## config.mk

```make
export PLATFORM = sky130hd
export DESIGN_NAME = reg8_scan_src
export DESIGN_NICKNAME = d
export VERILOG_FILES = /design/src/rtl/reg8_scan_src.sv
export SDC_FILE = /design/constraint.sdc
export NUM_CORES = 1
export LEC_CHECK = 0
export ABC_CLOCK_PERIOD_IN_PS = 4400
export BUFFER_PORTS_ARGS = -buffer_cell sky130_fd_sc_hd__buf_2
export CORE_ASPECT_RATIO = 1.2
export CORE_UTILIZATION = 55
export DETAILED_ROUTE_END_ITERATION = 12
export HOLD_SLACK_MARGIN = 0.03
export PLACE_DENSITY = 0.88
export SETUP_SLACK_MARGIN = 0.05
export SYNTH_ARGS = -nofsm -noshare
export SYNTH_HDL_FRONTEND = slang
export SYNTH_SLANG_ARGS = --single-unit
```

## constraint.sdc

```tcl
create_clock -name clk -period 4.4 [get_ports clk]
set_input_delay 0.22 -clock clk [delete_from_list [all_inputs] [get_ports clk]]
set_output_delay 0.22 -clock clk [all_outputs]
set_load 0.02 [all_outputs]
```

## src/rtl/reg8_scan_src.sv

```systemverilog
// ============================================================================
// reg8_scan_src : writable 8-entry register bank feeding an 8:1 mux, plus a
//                 sequenced channel selector (auto-scan or single-step).
// Revision      : 1.0
// ============================================================================
`default_nettype none

module reg8_scan_src #(
  parameter int WIDTH = 8,
  parameter int DWELL = 4
) (
  input  logic             clk,
  input  logic             rst_n,
  input  logic             we,
  input  logic [2:0]       waddr,
  input  logic [WIDTH-1:0] wdata,
  input  logic             scan_en,
  input  logic             step,
  output logic [WIDTH-1:0] x0,
  output logic [WIDTH-1:0] x1,
  output logic [WIDTH-1:0] x2,
  output logic [WIDTH-1:0] x3,
  output logic [WIDTH-1:0] x4,
  output logic [WIDTH-1:0] x5,
  output logic [WIDTH-1:0] x6,
  output logic [WIDTH-1:0] x7,
  output logic [2:0]       sel,
  output logic             busy,
  output logic             wrap
);

  localparam logic [7:0] c_DWELL_M1 = 8'(DWELL - 1);

  typedef enum logic [0:0] {
    S_IDLE = 1'b0,
    S_RUN  = 1'b1
  } state_t;

  state_t           r_state;
  state_t           w_state_nxt;
  logic [7:0]       r_cnt;
  logic [7:0]       w_cnt_nxt;
  logic             w_adv;
  logic [2:0]       r_sel;
  logic             r_busy;
  logic             r_wrap;
  logic [WIDTH-1:0] r_regs [0:7];

  // Reset pattern: channel index repeated in every nibble, truncated to WIDTH.
  function automatic logic [WIDTH-1:0] f_rst_val(input logic [2:0] n);
    logic [WIDTH-1:0] v;
    logic [3:0]       nib;
    nib = {1'b0, n};
    for (int b = 0; b < WIDTH; b++) begin
      v[b] = nib[2'(b % 4)];
    end
    return v;
  endfunction

  always_ff @(posedge clk) begin
    if (!rst_n) begin
      for (int i = 0; i < 8; i++) begin
        r_regs[i] <= f_rst_val(3'(i));
      end
    end else if (we) begin
      r_regs[waddr] <= wdata;
    end
  end

  always_comb begin
    w_state_nxt = r_state;
    w_cnt_nxt   = r_cnt;
    w_adv       = 1'b0;
    case (r_state)
      S_IDLE: begin
        if (scan_en) begin
          w_state_nxt = S_RUN;
          w_cnt_nxt   = 8'd0;
        end else if (step) begin
          w_adv = 1'b1;
        end
      end
      S_RUN: begin
        // Dropping scan_en stops without advancing, even on the last dwell cycle.
        if (!scan_en) begin
          w_state_nxt = S_IDLE;
          w_cnt_nxt   = 8'd0;
        end else if (r_cnt == c_DWELL_M1) begin
          w_cnt_nxt = 8'd0;
          w_adv     = 1'b1;
        end else begin
          w_cnt_nxt = r_cnt + 8'd1;
        end
      end
      default: begin
        w_state_nxt = S_IDLE;
        w_cnt_nxt   = 8'd0;
      end
    endcase
  end

  always_ff @(posedge clk) begin
    if (!rst_n) begin
      r_state <= S_IDLE;
      r_cnt   <= 8'd0;
      r_sel   <= 3'd0;
      r_busy  <= 1'b0;
      r_wrap  <= 1'b0;
    end else begin
      r_state <= w_state_nxt;
      r_cnt   <= w_cnt_nxt;
      if (w_adv) begin
        r_sel <= r_sel + 3'd1;
      end
      r_busy  <= (w_state_nxt == S_RUN);
      r_wrap  <= w_adv && (r_sel == 3'd7);
    end
  end

  assign x0   = r_regs[0];
  assign x1   = r_regs[1];
  assign x2   = r_regs[2];
  assign x3   = r_regs[3];
  assign x4   = r_regs[4];
  assign x5   = r_regs[5];
  assign x6   = r_regs[6];
  assign x7   = r_regs[7];
  assign sel  = r_sel;
  assign busy = r_busy;
  assign wrap = r_wrap;

endmodule

`default_nettype wire

```

==> summary.txt, run 1 <==
Power and ir drop
  • PD cells: 379 mW/mm²
  • Leak pwr: 1.53 nW
  • Internal Pwr Total: around 1.1 mW
  • Switching share of power: 26.8%
  • VDD IR max: roughly 0.20 mV
  • Comb pwr share: around a tenth
  • Reg power frac: between 50% and 60%
  • Clock share of power: between 30% and 40%
  • Sw power: 0.396 mW

Yosys
  • Cell area after synthesis: 0.00325 mm²
  • Sequential area share after synthesis: 67.2%
  • Top FF cell, synth: edfxtp_1
  • Synth area leader: edfxtp_1
  • Post-Synth XOR/XNOR Area: 0%
  • Synth Area in Adders: 1.16%
  • Post-synthesis cell count: around 240
  • Syn_area_per_cell: 13.3 µm²
  • Yosys reg bits: 77
  • Synth top area share: between 50 and 60%
  • Syn Nets: 263
  • Cell variety after synth: 39
  • Post-synthesis simple-gate area fraction: 23.3%
  • Multiplexer share of the synthesized area: 1.23%
  • Synth area leaders: edfxtp_1 (59%), and2_1 (10%), dfxtp_1 (8.0%)
  • Compound-gate portion of the synthesized area: 5.28%
  • Yosys warnings: 0
  • Post-synth ARST share: 0%
  • Post-synth EDFFs: 64
  • Main combinational cell family by area after synthesis: simple AND/OR/NAND/NOR gates

Clock tree
  • Hold buffer count at CTS: 0
  • # clock sinks: 77
  • CTS resizes: 0
  • H-tree level count: 3
  • CTS root buf: clkbuf_8
  • Clk_lat worst skew: 0.35 ns
  • Postcts setup bufs: 0
  • CTS Buf Count: 9
  • Max Root-Sink Buffers: 2
  • CTS tree: built
  • Clock-pin slew on the worst setup and hold paths: 0.08 ns

Worst setup path
  • Setup crit start: rst_n
  • Kind of critical path: input pin to flop
  • Worst EP arrival: 1.75 ns
  • Crit start category: input pin
  • Endpoint type of the worst setup path: flop
  • Required time of the critical path: 4.38 ns
  • Worst R2R Start: r_cnt[0]
  • Crit-path max FO: 25

STA
  • Hold Slack: 0.189 ns
  • Layout Skew: 0.00667 ns
  • TNS Setup: 0 ns
  • Least-Margin Pin Slew: 1.06 ns
  • RSZ-0062 raised after global routing: no
  • Final Critical Period: between 1.5 and 2 ns
  • Count of final setup violators: 0
  • Slew HR: 28.6%
  • Final Max Slew Viols: 0
  • Final period utilization: between 40% and 50%
  • Fmax: 565 MHz
  • Hold violation count in the final report: 0

Floorplan
  • Std cell rows: 30
  • Full die area: around 0.0062 mm²
  • Die W: 72.2 µm
  • Initial Utilization: between 50% and 60%
  • Core Area: roughly 0.0057 mm²
  • Die height: roughly 86 µm
  • Number of I/O pins: 85

Detailed routing
  • DR pass1 iterations: 4
  • DRC violations left: 0
  • Remaining antenna violation count: 0
  • Vias post-DR: 2,189
  • Total Routed Length: about 6300 µm
  • Via density: 5.25
  • Initial DRC count: 132
  • WL per Instance: approximately 15 µm

Cells and area
  • Storage cell area: 0.00218 mm²
  • Antenna cells: 0
  • Multi-input logic area: 0.00101 mm²
  • Most frequent cells in the layout: buf_2 (84), edfxtp_1 (64), and2_1 (52), nand2_1 (17), or3_1 (16)
  • Leading cell type in the layout, fill and taps excluded: buf_2
  • Area Overhead vs Synth: 20.3%
  • Final #Nets: between 300 and 400
  • Share of layout cells above drive strength 1: 32.9%
  • Layout fillers: 382

Global routing
  • First-pass GRT wire length: 9810 µm
  • Vias in the first global route: about 2,000
  • Pin count of the biggest net entering global routing: 26
  • Grt ovf: 0
  • Gr usage total: about 22%
  • Antenna violations before repair: 0

Placement
  • Port buffer count: 84
  • Routability cong.: 0.816
  • DP Wirelength: 4540 µm

Flow run
  • Max-cap violations: 0

Min path
  • Worst Hold Class: input pin to flop
  • Worst min-delay path startpoint: scan_en

Status
  • Outcome: finished, final reports clean
path summary, 6_finish.rpt:
path,endpoint,slack [ns],cells after the start
min reg2reg,sel[0],0.51,2
max reg2reg,sel[2],2.84,5
max,r_regs[3][7],2.63,3
min,busy,0.19,2
power groups by stage:
stage	clock (mW)	combinational [mW]	sequential (mW)
final	0.490	0.150	0.840
after floorplan	0	0.0355	0.910
after global routing	0.528	0.161	0.844
after detailed placement	0	0.150	0.857
after CTS	0.497	0.151	0.841
after global placement	0	0.147	0.857
stage by stage:
stage | std cells | area [µm²] | worst slack, ns | power [mW] | util [%]
after global routing | 417 | 3910 | 2.45 | 1.53 | 68.9
after global placement | 401 | 3720 | 2.37 | 1.00 | 65.7
after CTS | 417 | 3910 | 2.63 | 1.49 | 68.9
after detailed placement | 401 | 3720 | 2.29 | 1.01 | 65.7
final | 417 | 3910 | 2.63 | 1.48 | 68.9
after floorplan | 244 | 3250 | 2.85 | 0.945 | -
worst max-delay path: stages:
cell      delay [ns]
buf_2           0.38
nand3b_4        0.24
o21ai_0         0.89
layer usage:
| metal | routed length, µm | part of all wire, % | track usage (%) | vias up |
|---|---|---|---|---|
| met5 | 0 | 0 | 0 | - |
| met4 | 96 | 1.5 | 10.7 | 0 |
| met3 | 408 | 6.4 | 4.88 | 8 |
| met2 | 3400 | 54 | 38.2 | 89 |
| met1 | 2430 | 38 | 25.2 | 1039 |
| li1 | - | - | - | 1053 |
cell families (layout without fill, tap and decap cells):
logic type,after synthesis,after routing
and+or+nand+nor,121,121
DFF,77,77
AOI/OAI and AO/OA,28,28
buffers and inverters,11,104
muxes,4,4
adders and majority gates,3,3
Yosys cell counts, types with 3 or more instances:
library cell,number
nand3_1,3
a21oi_1,5
dfxtp_1,13
or3_1,16
nand2b_1,5
and2_1,52
clkbuf_1,3
nor2b_1,4
nor3_2,3
o21ai_0,11
edfxtp_1,64
nor2_1,8
nand2_1,17
ha_1,3
inv_1,4
mux2i_1,4
flip-flops by register name, summed over array words and instances, names as in the netlist:
signal	cells
sel	3
r_cnt	8
r_regs	64
busy	1
wrap	1
final cells by class:
type / count / share of cell area (%)
Tap cell: 80 / 2.56
Multi-Input combinational cell: 156 / 25.8
Clock buffer: 9 / 3.17
Timing Repair Buffer: 84 / 10.8
Clock inverter: 7 / 1.47
Inverter: 4 / 0.384
Sequential cell: 77 / 55.9
(Power assumes the default switching activity.)
==> run 2, diff against run 1 <==
Settings changed: ABC_AREA set to 1, ABC_CLOCK_PERIOD_IN_PS 4400 to 1600, CORE_UTILIZATION 55 to 47, PLACE_DENSITY 0.88 to 0.81.
Clock period 4.4 ns to 1.6 ns, I/O delays scaled along.
==> run 2 against run 1 <==
Effect of this change: critical endpoint is now sel[2]; critical path depth increased by 3; global-route usage decreased by 2.8 points; sequential share of layout area increased by 0.85 points; setup slack got worse by 2.3 ns; area after synthesis decreased by 4.5%; critical path type is now flop to flop; sequential power increased to 2.8 times the previous value.
==> summary.txt, run 2 <==
Worst setup path
  • CP top delay family: simple AND/OR/NAND/NOR gates
  • Worst R2R Start: r_cnt[0]
  • Endpoint type of the worst setup path: flop
  • Number of stages on the worst setup path: 6 (+3)
  • Crit-path max FO: 7 (-72%)
  • Setup crit start: r_cnt[0]
  • Buffers and inverters on the worst path: 0 (-1)
  • Kind of critical path: flop to flop
  • Worst EP arrival: 1.52 ns (-0.23 ns)
  • Required time of the critical path: 1.84 ns (-2.54 ns)
  • Flop2flop setup slack: 0.32 ns (-2.52 ns)
  • Worst path max stage delay: 0.38 ns (-0.51 ns)
  • Worst Reg2Reg Path Length in Cells: 6 (+1)
  • Crit start category: flop
  • Reg2reg end: sel[2]
  • Crit path cell chain: ha_1 > nand2_1 > nor2_2 > nand3_4 > a21oi_1 > nor2_1
  • Slowest stage cell, crit path: dfxtp_1
  • Critical path endpoint: sel[2]

Clock tree
  • # clock sinks: 77 (unchanged)
  • CTS tree: built
  • Clock-pin slew on the worst setup and hold paths: 0.07 ns (about the same)
  • CTS Buf Count: 9 (unchanged)
  • Max Root-Sink Buffers: 2 (unchanged)
  • CTS root buf: clkbuf_8
  • H-tree level count: 3 (unchanged)
  • Postcts setup bufs: 0 (unchanged)
  • Clk_lat worst skew: 0.35 ns (about the same)
  • CTS resizes: 0 (unchanged)

Power and ir drop
  • Clock share of power: 34.6% (+1.5 points)
  • Leak pwr: 1.61 nW (+5.2%)
  • Sw power: 1.07 mW (+170%)
  • Reg power frac: 55.1% (-1.7 points)
  • VDD IR max: 0.523 mV (+170%)
  • Internal Pwr Total: 3.13 mW (+190%)
  • PD cells: 1090 mW/mm² (+190%)
  • Switching share of power: 25.5% (-1.2 points)
  • Pwr Total: 4.20 mW (+180%)
  • Comb pwr share: 10.3% (+0.2 points)

Yosys
  • Post-synth ARST share: 0% (unchanged)
  • Synth area leaders: edfxtp_1 (62%), dfxtp_1 (8.4%), nor2_1 (6.7%)
  • Post-synthesis simple-gate area fraction: 20.6% (-2.7 points)
  • Post-synth EDFFs: 64 (unchanged)
  • Yosys warnings: 0 (unchanged)
  • Post-synth top cells: edfxtp_1 (64), nor2_1 (55), nand2_1 (52)
  • Synth top area share: 61.9% (+2.8 points)
  • Post-Synth XOR/XNOR Area: 0% (unchanged)
  • Cell variety after synth: 23 (-41%)
  • Yosys reg bits: 77 (unchanged)
  • Multiplexer share of the synthesized area: 0% (-1.2 points)
  • Sequential area share after synthesis: 70.3% (+3.1 points)
  • Syn Nets: 286 (+8.7%)
  • Main combinational cell family by area after synthesis: simple AND/OR/NAND/NOR gates
  • Synth Area in Adders: 1.21% (+0.054 points)
  • Top FF cell, synth: edfxtp_1
  • Post-synthesis cell count: 267 (+9.4%)
  • Compound-gate portion of the synthesized area: 3.31% (-2.0 points)
  • Syn_area_per_cell: 11.6 µm² (-13%)
  • Cell area after synthesis: 0.00310 mm² (-4.5%)
  • Synth area leader: edfxtp_1
  • Most common cell in the netlist: edfxtp_1

Cells and area
  • Layout Utilization: 60.1% (-8.9 points)
  • Largest Register: r_regs
  • Most frequent cells in the layout: buf_2 (84), edfxtp_1 (64), nor2_1 (55), nand2_1 (52), inv_1 (25)
  • Antenna cells: 0 (unchanged)
  • Area Overhead vs Synth: 24.0%
  • Final #Nets: 384 (+9.4%)
  • Layout fillers: 525 (+37%)
  • Leading cell type in the layout, fill and taps excluded: buf_2
  • Largest register FFs: 64 (unchanged)
  • Share of layout cells above drive strength 1: 34.1% (+1.1 points)

Floorplan
  • Core Area: 0.00641 mm² (+13%)
  • Die W: 76.2 µm (+5.6%)
  • Std cell rows: 32 (+6.7%)
  • Die height: 91.0 µm (+5.6%)
  • Number of I/O pins: 85 (unchanged)
  • Initial Utilization: 48.4% (-8.9 points)
  • Full die area: 0.00693 mm² (+11%)

Global routing
  • Grt ovf: 0 (unchanged)
  • Top Usage Layer GRT: met2
  • Grt met3 use: 4.12% (-0.76 points)
  • First-pass GRT wire length: 9650 µm (-1.7%)
  • Routing usage on met2: 31.9% (-6.3 points)
  • Gr usage total: 19.1% (-2.8 points)
  • Pin count of the biggest net entering global routing: 15 (-42%)
  • Vias in the first global route: 2,018 (+0.80%)
  • M1 GR Usage: 22.7% (-2.5 points)
  • Antenna violations before repair: 0 (unchanged)

STA
  • Slew HR: 73.3% (+45 points)
  • Least-Margin Pin Slew: 0.401 ns (-0.659 ns)
  • RSZ-0062 raised after global routing: no
  • Count of final setup violators: 0 (unchanged)
  • TNS Setup: 0 ns (unchanged)
  • Fmax: roughly 800 MHz
  • Hold violation count in the final report: 0 (unchanged)
  • Final period utilization: approximately 80%
  • Final Critical Period: 1.28 ns
  • Layout Skew: 0.00706 ns (+0.000392 ns)
  • Final Max Slew Viols: 0 (unchanged)
  • PnR worst setup slack: 0.315 ns (-2.32 ns)

Detailed routing
  • WL per Instance: 13.9 µm (-8.4%)
  • Remaining antenna violation count: 0 (unchanged)
  • DRC violations left: 0 (unchanged)
  • Vias post-DR: 2,226 (+1.7%)
  • Total Routed Length: 6330 µm (about the same)
  • Initial DRC count: 151 (+14%)
  • DR pass1 iterations: 4 (unchanged)
  • Via density: 4.89 (-6.8%)

Flow run
  • Max-cap violations: 0 (unchanged)

Min path
  • Worst Hold Class: input pin to flop

Placement
  • Setup WS pre-CTS: 0.206 ns (-2.08 ns)
  • DP Wirelength: 4480 µm (-1.3%)
  • Port buffer count: 84 (unchanged)
  • Routability cong.: 0.862 (+5.6%)

Status
  • Outcome: finished, final reports clean
## run 2: logic make-up after synthesis
group	after synthesis
flops	77
compound gates	18
fa+ha+maj	3
buf+inv	33
simple gates	136
## run 2: repair_timing
item	in CTS	in global routing
hold endpoints to repair	1	0
endpoints found under the setup margin	0	0
hold buffers	2	0
## run 2: worst min path at each step
| stage | depth (start not counted) | slack [ns] | end | from |
|---|---|---|---|---|
| 2_1_floorplan | 2 | 0.18 | busy | scan_en |
| 3_3_place_gp | 3 | 0.36 | busy | rst_n |
| 3_5_place_dp | 3 | 0.37 | busy | rst_n |
| 4_1_cts | 3 | 0.05 | wrap | step |
| 5_1_grt | 3 | 0.07 | wrap | step |
| 6_report | 3 | 0.06 | wrap | step |
## run 2: layout make-up
| cell class | count | area (µm²) | area share (%) |
|---|---|---|---|
| Tap cell | 85 | 106 | 2.76 |
| Timing Repair Buffer | 89 | 463 | 12.0 |
| Inverter | 31 | 118 | 3.06 |
| Multi-Input combinational cell | 157 | 781 | 20.3 |
| Clock inverter | 6 | 70.1 | 1.82 |
| Clock buffer | 10 | 128 | 3.32 |
| Sequential cell | 77 | 2180 | 56.7 |
## run 2: per-layer routing
metal	wire length (µm)	part of all wire (%)
met5	0	0
met3	537	8.5
met4	107	1.7
met1	2610	41
met2	3080	49
## run 2: worst reg2reg max path: cells and delay by family, from the launching register on
family                     cells  cell delay, ns
adders and majority gates      1            0.21
DFF                            1            0.38
and+or+nand+nor                4            0.42
AOI/OAI and AO/OA              1            0.18
## run 2: through the flow
stage	cells	hold slack (ns)	instance area (µm²)
floorplan	267	0.178	3100
global placement	437	0.356	3630
detailed placement	437	0.366	3630
CTS	455	0.0467	3850
global route	455	0.0675	3850
finish	455	0.0607	3850
## run 2: power by group through the flow
stage                     Clock (mW)  Combinational [mW]  Sequential (mW)
after floorplan                    0               0.115             2.51
after global placement             0               0.425             2.36
after global routing            1.54               0.462             2.33
after detailed placement           0               0.433             2.36
final                           1.45               0.435             2.31
after CTS                       1.47               0.437             2.32
